--- src/rtl/nivel_sens_filtro.sv ---
// Tank-level sensor conditioner: 2-flop sync, per-bit debounce, thermometer-code check and fault FSM.
// Optional build macro LVL_ACTIVE_LOW_EN selects active-low raw sensor pins.
module nivel_sens_filtro #(
  parameter int DEBOUNCE_CYCLES = 16,
  parameter int FAULT_CYCLES    = 64
) (
  input  logic       clk,
  input  logic       rst_n,
  input  logic [2:0] raw_i,
  output logic [2:0] sens_o,
  output logic       change_o,
  output logic       fault_o
);

  localparam int DW = $clog2(DEBOUNCE_CYCLES + 1);
  localparam int FW = $clog2(FAULT_CYCLES + 1);

  localparam logic [DW-1:0] DEB_LAST  = DW'(DEBOUNCE_CYCLES - 1);
  localparam logic [FW-1:0] FAULT_MAX = FW'(FAULT_CYCLES);
  localparam logic [FW-1:0] FCNT_ONE  = FW'(1);

`ifdef LVL_ACTIVE_LOW_EN
  // Idle (dry) active-low pins read high, so the flops start there.
  localparam logic [2:0] SYNC_RST = 3'b111;
`else
  localparam logic [2:0] SYNC_RST = 3'b000;
`endif

  typedef enum logic [1:0] {
    ST_OK      = 2'd0,
    ST_SUSPECT = 2'd1,
    ST_FAULT   = 2'd2,
    ST_RECOVER = 2'd3
  } state_t;

  logic [2:0]    sync1_reg;
  logic [2:0]    sync2_reg;
  logic [2:0]    sens_sync;
  logic [2:0]    stable_reg;
  logic [2:0]    stable_next;
  logic          legal;
  state_t        state_reg;
  state_t        state_next;
  logic [FW-1:0] fcnt_reg;
  logic [FW-1:0] fcnt_next;
  logic [FW-1:0] fcnt_inc;
  logic          fault_reg;
  logic          fault_next;
  logic [2:0]    last_valid_reg;
  logic [2:0]    last_valid_next;
  logic          change_reg;
  logic          change_next;

  always_ff @(posedge clk) begin
    if (!rst_n) begin
      sync1_reg <= SYNC_RST;
      sync2_reg <= SYNC_RST;
    end else begin
      sync1_reg <= raw_i;
      sync2_reg <= sync1_reg;
    end
  end

`ifdef LVL_ACTIVE_LOW_EN
  assign sens_sync = ~sync2_reg;
`else
  assign sens_sync = sync2_reg;
`endif

  // Each bit owns its counter, so simultaneous pin edges may settle on different cycles.
  generate
    for (genvar gi = 0; gi < 3; gi++) begin : g_deb
      logic [DW-1:0] cnt_reg;
      logic [DW-1:0] cnt_next;
      logic          differ;
      logic          expire;

      assign differ = (sens_sync[gi] != stable_reg[gi]);
      assign expire = differ && (cnt_reg == DEB_LAST);
      assign cnt_next = (!differ || expire) ? '0 : cnt_reg + DW'(1);
      assign stable_next[gi] = expire ? sens_sync[gi] : stable_reg[gi];

      always_ff @(posedge clk) begin
        if (!rst_n) begin
          cnt_reg <= '0;
        end else begin
          cnt_reg <= cnt_next;
        end
      end
    end
  endgenerate

  always_ff @(posedge clk) begin
    if (!rst_n) begin
      stable_reg <= 3'b000;
    end else begin
      stable_reg <= stable_next;
    end
  end

  always_comb begin
    legal = 1'b0;
    case (stable_reg)
      3'b000, 3'b001, 3'b011, 3'b111: legal = 1'b1;
      default:                        legal = 1'b0;
    endcase
  end

  assign fcnt_inc = (fcnt_reg == FAULT_MAX) ? fcnt_reg : fcnt_reg + FCNT_ONE;

  always_ff @(posedge clk) begin
    if (!rst_n) begin
      state_reg <= ST_OK;
      fcnt_reg  <= '0;
      fault_reg <= 1'b0;
    end else begin
      state_reg <= state_next;
      fcnt_reg  <= fcnt_next;
      fault_reg <= fault_next;
    end
  end

  always_comb begin
    state_next = state_reg;
    fcnt_next  = fcnt_reg;
    fault_next = fault_reg;
    case (state_reg)
      ST_OK: begin
        if (!legal) begin
          state_next = ST_SUSPECT;
          fcnt_next  = FCNT_ONE;
        end
      end
      ST_SUSPECT: begin
        if (legal) begin
          state_next = ST_OK;
          fcnt_next  = '0;
        end else if (fcnt_inc == FAULT_MAX) begin
          state_next = ST_FAULT;
          fcnt_next  = '0;
          fault_next = 1'b1;
        end else begin
          fcnt_next = fcnt_inc;
        end
      end
      ST_FAULT: begin
        if (legal) begin
          state_next = ST_RECOVER;
          fcnt_next  = FCNT_ONE;
        end
      end
      ST_RECOVER: begin
        if (!legal) begin
          state_next = ST_FAULT;
          fcnt_next  = '0;
        end else if (fcnt_inc == FAULT_MAX) begin
          state_next = ST_OK;
          fcnt_next  = '0;
          fault_next = 1'b0;
        end else begin
          fcnt_next = fcnt_inc;
        end
      end
      default: begin
        state_next = ST_OK;
        fcnt_next  = '0;
        fault_next = 1'b0;
      end
    endcase
  end

  // Only legal codes are forwarded; the pump controller never sees an illegal vector.
  assign last_valid_next = legal ? stable_reg : last_valid_reg;
  assign change_next     = (last_valid_next != last_valid_reg);

  always_ff @(posedge clk) begin
    if (!rst_n) begin
      last_valid_reg <= 3'b000;
      change_reg     <= 1'b0;
    end else begin
      last_valid_reg <= last_valid_next;
      change_reg     <= change_next;
    end
  end

  assign sens_o   = last_valid_reg;
  assign change_o = change_reg;
  assign fault_o  = fault_reg;

endmodule
--- config.mk ---
export PLATFORM = sky130hd
export DESIGN_NAME = nivel_sens_filtro
export DESIGN_NICKNAME = d
export VERILOG_FILES = /design/src/rtl/nivel_sens_filtro.sv
export SDC_FILE = /design/constraint.sdc
export NUM_CORES = 1
export LEC_CHECK = 0
export CAP_MARGIN = 20
export CORE_UTILIZATION = 37
export DETAILED_ROUTE_END_ITERATION = 10
export PLACE_DENSITY = 0.62
export SYNTH_ARGS = -nofsm -noshare
export SYNTH_HDL_FRONTEND = slang
export SYNTH_SLANG_ARGS = --single-unit
--- constraint.sdc ---
create_clock -name clk -period 1.8 [get_ports clk]
set_input_delay 0.36 -clock clk [delete_from_list [all_inputs] [get_ports clk]]
set_output_delay 0.36 -clock clk [all_outputs]
set_load 0.05 [all_outputs]
# Word level (Yosys, flattened, before mapping)

Cells that the tools add are included.

$add $sub $neg: 4
Equal/unequal tests: 23
Multiplexer cells: 21
Bitwise gates (word level): 1
Reductions and logical operators: 19

Operator list:

| operator                                            | count |
|---|---|
| two-way mux 7 bit                                   | 6 |
| case mux 7 bit (4 select lines)                     | 1 |
| adder 5 x 1 -> 5 bit, second input constant         | 3 |
| equality test 5 x 4 -> 1 bit, second input constant | 3 |
| equality test 7 bit, second input constant          | 2 |
| two-way mux 2 bit                                   | 6 |
| != test 2 bit, second input constant                | 6 |
| case mux 2 bit (4 select lines)                     | 1 |
| adder 7 x 1 -> 7 bit, second input constant         | 1 |
| != test 3 bit, second input constant                | 2 |
| OR reduction 2 bit                                  | 3 |
| two-way mux 1 bit                                   | 5 |
| AND reduction 5 bit                                 | 1 |
| equality test 2 bit, second input constant          | 2 |
| AND reduction 4 bit                                 | 1 |
| OR reduction 4 bit                                  | 1 |
| equality test 3 x 1 -> 1 bit, second input constant | 1 |
| equality test 3 x 2 -> 1 bit, second input constant | 1 |
| equality test 3 bit, second input constant          | 1 |
| logical AND 1 bit                                   | 3 |
| logical NOT 1 bit                                   | 3 |
| logical NOT 3 bit                                   | 1 |
| logical OR 1 bit                                    | 3 |
| two-way mux 3 bit                                   | 1 |
| other kinds (8)                                     | 10 |

Register bits after elaboration: 38
Input port bits: 5
Output and inout port bits: 5
Logic and storage cells: 81

# Longest topological paths before layout

Gate-level depths: netlist of the first run.

Depth after elaboration: 6
Depth in mapped cells: 7
Depth with buffers taken out: 7

# Least setup slack after synthesis of the first run

Ideal clock, no wire load.

Path type: register -> register
Start point: reg fcnt_reg[1]
End point: reg fault_reg, in the netlist fault_o
Library setup time: 0.120 ns
Arrival: 1.885 ns
Data required time: 1.680 ns
Setup slack: -0.205 ns
Cell stages (with the launch flop): 7
Buffers on the path: 0
Clock period less this slack: 2.005 ns
Path through: dfxtp_1 ha_1 nand2_1 or4_4 a2111oi_4 a21boi_1 o31a_1

Cells in the longest elaborated chain, start to end: 5
Elaborated cells between the ends (all ways): 7
Those cells by class: 1 x add/sub; 4 x eq/ne; 1 x mux; 1 x reduce/logical

Ends and longest elaborated chain:

| item                                                        | line     | source |
|---|---|---|
| start: declaration                                          | 44       | `logic [FW-1:0] fcnt_reg;` |
| start signal: assignment                                    | 118      | `fcnt_reg <= fcnt_next;` |
| adder 7 x 1 -> 7 bit or equality test 7 bit (tied branches) | 109      | `assign fcnt_inc = (fcnt_reg == FAULT_MAX) ? fcnt_reg : fcnt_reg + FCNT_ONE;` |
| two-way mux 7 bit *                                         | 109      |  |
| equality test 7 bit *                                       | 138, 156 |  |
| != test 2 bit (no source line)                              | --       |  |
| AND reduction 5 bit (no source line) *                      | --       |  |
| end signal: assignment                                      | 119      | `fault_reg <= fault_next;` |
| end: declaration                                            | 47       | `logic fault_reg;` |

Every way passes the cells marked *; elsewhere a longest branch is shown, timed or not.
A chain may end at the register's enable or synchronous reset.

==> results of run 1 <==
==> power groups by stage <==
stage	registers, mW	logic, mW	clock network, mW
global placement	0.870	0.0361	0
CTS	0.851	0.0364	0.644
detailed placement	0.871	0.0364	0
finish	0.851	0.0361	0.614
floorplan	0.870	0.0157	0
global route	0.852	0.0398	0.684
==> cells in the mapped netlist, types with 3 or more instances <==
| master | count |
|---|---|
| ha_1 | 8 |
| and2_1 | 6 |
| clkbuf_1 | 3 |
| nand3_1 | 16 |
| or3_1 | 5 |
| and3_1 | 3 |
| dfxtp_1 | 38 |
| xor2_1 | 4 |
| mux2i_1 | 3 |
| xnor2_1 | 11 |
| nand2_1 | 8 |
| a211oi_1 | 3 |
| o21ai_0 | 3 |
| inv_1 | 9 |
| a21oi_1 | 12 |
| nor2_1 | 23 |
==> layer usage <==
metal / track usage / vias up / wire, um
met5: 0 / - / 0
met3: 0.0480 / 8 / 127
met1: 0.185 / 614 / 1650
li1: - / 705 / -
met2: 0.213 / 26 / 1340
met4: 0.0726 / 0 / 57
==> layout make-up <==
class | count | area share
clock buffer | 6 | 0.0387
clock inverter | 2 | 0.00587
inverter | 11 | 0.0194
multi-input combinational | 129 | 0.420
sequential | 38 | 0.361
tap | 52 | 0.0305
timing repair buffer | 34 | 0.124
==> kinds of logic after synthesis <==
kind of cell,after synthesis,synth area share
simple gates,72,0.219
flops,38,0.454
mux,3,0.0179
buf+inv,15,0.0343
xor+xnor,15,0.0784
compound gates,31,0.137
fa+ha+maj,8,0.0597
==> cell usage in the layout, fill, tap and decap left out, types with 2 or more instances in the layout <==
cell	synthesis	layout
buf_4	0	30
inv_1	9	9
or3_1	5	5
xnor2_1	11	11
a211oi_1	3	3
clkbuf_8	0	6
dfxtp_1	38	33
o21ai_0	3	3
nand2_1	8	7
xor2_1	4	4
and3_1	3	3
a21oi_1	12	11
nand3_1	16	15
and2_1	6	6
mux2i_1	3	3
clkdlybuf4s50_1	0	4
nand3_2	1	2
nor3_1	2	2
nor2_1	23	23
ha_1	8	7
dfxtp_2	0	4
==> worst max-delay path: stages, from the launching register on <==
cell and delay, ns:
dfxtp_4 0.37, ha_4 0.13, nand2_2 0.06, or4_4 0.49, a2111oi_4 0.38, buf_4 0.19
a21o_2 0.12, a21oi_2 0.04
==> worst max-delay path by stage <==
stage                                      end                startpoint
after floorplan           fault_o$_SDFFE_PN0P_  fcnt_reg[1]$_SDFFE_PN0P_
after global placement    fault_o$_SDFFE_PN0P_  fcnt_reg[1]$_SDFFE_PN0P_
after detailed placement  fault_o$_SDFFE_PN0P_  fcnt_reg[1]$_SDFFE_PN0P_
after CTS                 fault_o$_SDFFE_PN0P_  fcnt_reg[1]$_SDFFE_PN0P_
after global routing                      flop  fcnt_reg[1]$_SDFFE_PN0P_
final                                     flop  fcnt_reg[1]$_SDFFE_PN0P_
==> through the flow <==
step	instance area, um2	instances	TNS [ns]	power, mW
floorplan	1710	182	-0.0576	0.886
global placement	2010	263	-0.0998	0.907
detailed placement	2010	263	-0.137	0.907
CTS	2120	271	-0.106	1.53
global route	2130	272	-0.347	1.58
finish	2130	272	-0.193	1.50
==> timing repair <==
item,CTS,global route
gates resized for setup,2,2
setup buffers,0,1
cloned,0,0
setup endpoints to repair,2,3
pin swaps,3,2
==> qor.csv, run 1 <==
metric,value,unit
Layout Nets,232,
overall routing resource usage,0.143,
area of the multi-input gates,896,um2
dpl ws,-0.0860,ns
Hold WC Path Type,reg2reg,
Async SR Flop Fraction,0,
register area share after synthesis,0.454,
WP data arrival,2.09,ns
core area,0.00435,mm2
Crit Path Max Fanout,4,
"EDFF count, synth",0,
area grow syn2layout,27.2,%
fin. max-slew vios,0,
# setup viols final,2,
skew final,0.00479,ns
cell row count,24,
Clock Latency Late Sink,0.29,ns
top post-synthesis cells by area,"dfxtp_1, ha_1, xnor2_1",
Power Density,704,mW/mm2
slew margin rel.,0.579,
die area,0.00480,mm2
hold path endpoint,sens_sync[1]$_SDFF_PN0_,
layout cells sized above 1,0.259,
CTS root buffer,clkbuf_8,
Crit Path Category,reg2reg,
CTS tree,yes,
Switching Share,0.218,
Syn. warnings,0,
largest net degree at the start of global routing,14,
Tmin final,1.90,ns
worst slew pin tran,0.627,ns
Leak,0.819,nW
Mapped Area,0.00168,mm2
critical path capture point type,flop,
area share of the largest cell type after synthesis,0.454,
number of buffers added on ports,9,
Hold Slack,0.435,ns
Final Cycle Share,1.05,
"Remaining Overflow, GRT",0,
final number of hold-violating endpoints,0,
detailed-route vias per instance,4.97,
worst hold stages,1,
synthesized flop and latch total,38,
RSZ-0062 raised after global routing,true,
Register Area,769,um2
Comb power frac,0.024,
# DRC,0,
Clock Power Share,0.409,
Netlist cell types,41,
cts bufs inserted,5,
synthesized instance count,182,
via count,1353,
ys flop type,dfxtp_1,
Starting Density,0.385,
initial antenna violation count,0,
Max Clock Freq,0.527,GHz
fin worst setup slack,-0.0982,ns
Total Wirelength,3.18,mm
failing checks,setup timing,
Antenna Cells,0,
Max Cap Viol,0,
Internal,1.17,mW
Clock Tree Buf Depth,2,
Reg power frac,0.567,
RR Startpoint,fcnt_reg[1]$_SDFFE_PN0P_,
FF-to-FF path depth,7,
first-pass GRT wire length,5.41,mm
Die H,69.3,um
clk sinks,38,
Die X-Extent,69.3,um
"Req. time, crit path",1.99,ns
Hold Buf Count CTS,0,
drt wl/cell,11.7,um
layout filler cell count,396,
hold path start,sync1_reg[1]$_SDFF_PN0_,
sw power,0.327,mW
Mapped Avg Cell Area,9.21,um2
Setup crit start kind,flop,
VDD IR max,0.420,mV
H-Tree Depth,2,
boundary pin count,10,
Initial DRC Count,19,
vias in the first global route,1209,
final core occ,0.490,
Final HPWL DP,2.26,mm
run status,"finished, violations left",
max reg flops,15,
"CTS clk-pin slew, worst paths",0.07,ns
Routed Antenna Nets,0,
DR pass1 iterations,4,
Synth Net Count,195,
"area leader, netlist",dfxtp_1,
gpl congestion,0.855,
r2r setup slk,-0.1,ns
No activity file was read; power rests on OpenSTA's default activity.
==> run 2: changes to the inputs <==
- ABC_AREA: default -> 1
- CTS_CLUSTER_DIAMETER: default -> 150
- PLACE_DENSITY: 0.62 -> 0.6
- clock period: 1.8 -> 1.95 ns (I/O delays scaled with it)
==> run 2 against run 1 <==
  * The run now ends clean
  * Die area is 4.3% higher
  * Clock skew up 0.00066 ns
  * Core utilization fell by 4.4 points
  * Sequential share of layout area grew 2.3 points
  * Sequential power decreased by 7.4%
  * Global-route usage is 1.2 points lower
  * Synthesized cell count rose by 25%
==> qor.csv, run 2 <==
metric,value,unit
boundary pin count,10,
Worst setup startpoint,sens_o[2]$_SDFF_PN0_,
Stages on worst setup path,1,
Die H,70.8,um
Synth Net Count,241,
Hold Slack,0.420,ns
Register Area,761,um2
largest net degree at the start of global routing,14,
cell row count,24,
Power Density,663,mW/mm2
layout filler cell count,452,
Total Wirelength,2.92,mm
synthesized flop and latch total,38,
top post-synthesis cells by area,"dfxtp_1, inv_1, nand2_1",
DR pass1 iterations,4,
most frequent cells in the layout,"inv_1, dfxtp_1, nand2_1",
Hold Buf Count CTS,0,
"area leader, netlist",dfxtp_1,
RSZ-0062 raised after global routing,false,
hold path endpoint,sens_sync[0]$_SDFF_PN0_,
Max Cap Viol,0,
slew margin rel.,0.661,
"Req. time, crit path",1.56,ns
Die X-Extent,70.8,um
Final Cycle Share,0.938,
Hold WC Path Type,reg2reg,
number of buffers added on ports,9,
gpl congestion,0.853,
Netlist cell types,28,
crit path cell chain,clkdlybuf4s50_1,
ys flop type,dfxtp_1,
RR Startpoint,fcnt_reg[0]$_SDFFE_PN0P_,
clk sinks,38,
CTS root buffer,clkbuf_8,
skew final,0.00544,ns
CTS tree,yes,
Crit Path Max Fanout,2,
# DRC,0,
commonest cells in the netlist,"dfxtp_1, inv_1, nand2_1, nor2_1, nand3_1",
"Remaining Overflow, GRT",0,
Max Clock Freq,0.547,GHz
core area,0.00444,mm2
VDD IR max,0.314,mV
area grow syn2layout,13.1,%
"Slowest-stage cell, CP",clkdlybuf4s50_1,
post-cts repair resize count,0,
initial antenna violation count,0,
Routed Antenna Nets,0,
Post-CTS Setup Inserts,0,
Starting Density,0.394,
worst hold stages,2,
critical path capture point type,output pin,
Mapped Area,0.00175,mm2
die area,0.00501,mm2
vias in the first global route,1170,
cts bufs inserted,5,
final setup TNS,0,ns
overall routing resource usage,0.131,
worst slew pin tran,0.506,ns
Async SR Flop Fraction,0,
"EDFF count, synth",0,
H-Tree Depth,2,
delay of the slowest critical-path stage,0.81,ns
layout cells sized above 1,0.115,
final number of hold-violating endpoints,0,
area of the multi-input gates,800,um2
final instance area,0.00198,mm2
drt wl/cell,9.90,um
"CTS clk-pin slew, worst paths",0.07,ns
area share of the largest cell type after synthesis,0.434,
Leak,0.811,nW
Clock Latency Late Sink,0.28,ns
Antenna Cells,0,
Clock Tree Buf Depth,2,
run status,finished clean,
first-pass GRT wire length,5.18,mm
max reg flops,15,
via count,1353,
Final HPWL DP,2.17,mm
register area share after synthesis,0.434,
Initial DRC Count,61,
synthesized instance count,228,
# setup viols final,0,
hold path start,sync1_reg[0]$_SDFF_PN0_,
Mapped Avg Cell Area,7.68,um2
FF-to-FF path depth,11,
Syn. warnings,0,
Tmin final,1.83,ns
detailed-route vias per instance,4.59,
Layout Nets,256,
r2r setup slk,0.36,ns
Setup crit start kind,flop,
WP data arrival,1.44,ns
Crit path max-delay family,buffers and inverters,
"Buf+Inv Stages, Crit Path",1,
"Cell Area, Placed",0.00191,mm2
Crit Path Category,reg2out,
fin. max-slew vios,0,
-- run 2: changes by cell type after synthesis, moves of 5 or more --
| cell | change |
|---|---|
| and2_1 | -6 |
| inv_1 | +29 |
| nand2_1 | +26 |
| nor2_1 | +6 |
| nor3b_1 | +5 |
| o21ai_0 | +6 |
| or3_1 | -5 |
| xnor2_1 | -11 |
-- run 2: worst max path at each step --
stage	to	slack (ns)
after floorplan	flop	0.57
after global placement	g_deb[2].cnt_reg[3]$_SDFF_PP0_	0.34
after detailed placement	g_deb[0].cnt_reg[3]$_SDFF_PP0_	0.30
after CTS	sens_o[2]	0.09
after global routing	sens_o[2]	0.05
final	sens_o[2]	0.12
-- run 2: metal layers --
metal	global-route usage	share of wire	up-vias
li1	-	-	751
met1	0.168	0.50	587
met2	0.209	0.46	12
met5	0	0	-
met4	0.0467	0.012	0
met3	0.0399	0.033	3
-- run 2: area by class of cell --
type                            count  share of cell area
Clock buffer                        7              0.0385
Inverter                           46              0.0884
Multi-Input combinational cell    141               0.403
Sequential cell                    38               0.384
Tap cell                           52              0.0328
Timing Repair Buffer               11              0.0530
-- run 2: metrics by stage --
stage | power (mW) | std cells | util | setup slack (ns)
2_1_floorplan | 0.823 | 228 | - | 0.568
3_3_place_gp | 0.840 | 288 | 0.429 | 0.337
3_5_place_dp | 0.840 | 288 | 0.429 | 0.305
4_1_cts | 1.34 | 295 | 0.446 | 0.0860
5_1_grt | 1.38 | 295 | 0.446 | 0.0469
6_report | 1.31 | 295 | 0.446 | 0.121
-- run 2: kinds of logic (layout without fill, tap and decap cells) --
group	after synthesis	in the layout	synth area share
adder cells (fa/ha/maj)	8	8	0.0571
XOR/XNOR	2	2	0.0143
AO/OA/AOI/OAI	34	34	0.124
AND/OR/NAND/NOR	97	97	0.261
flip-flops	38	38	0.434
buffers and inverters	49	64	0.109
-- run 2: power breakdown --
group | internal [mW] | switching [mW] | total, mW
logic | 0.0159 | 0.0181 | 0.0340
clock network | 0.246 | 0.246 | 0.492
registers | 0.784 | 0.00424 | 0.788
total | 1.05 | 0.269 | 1.31
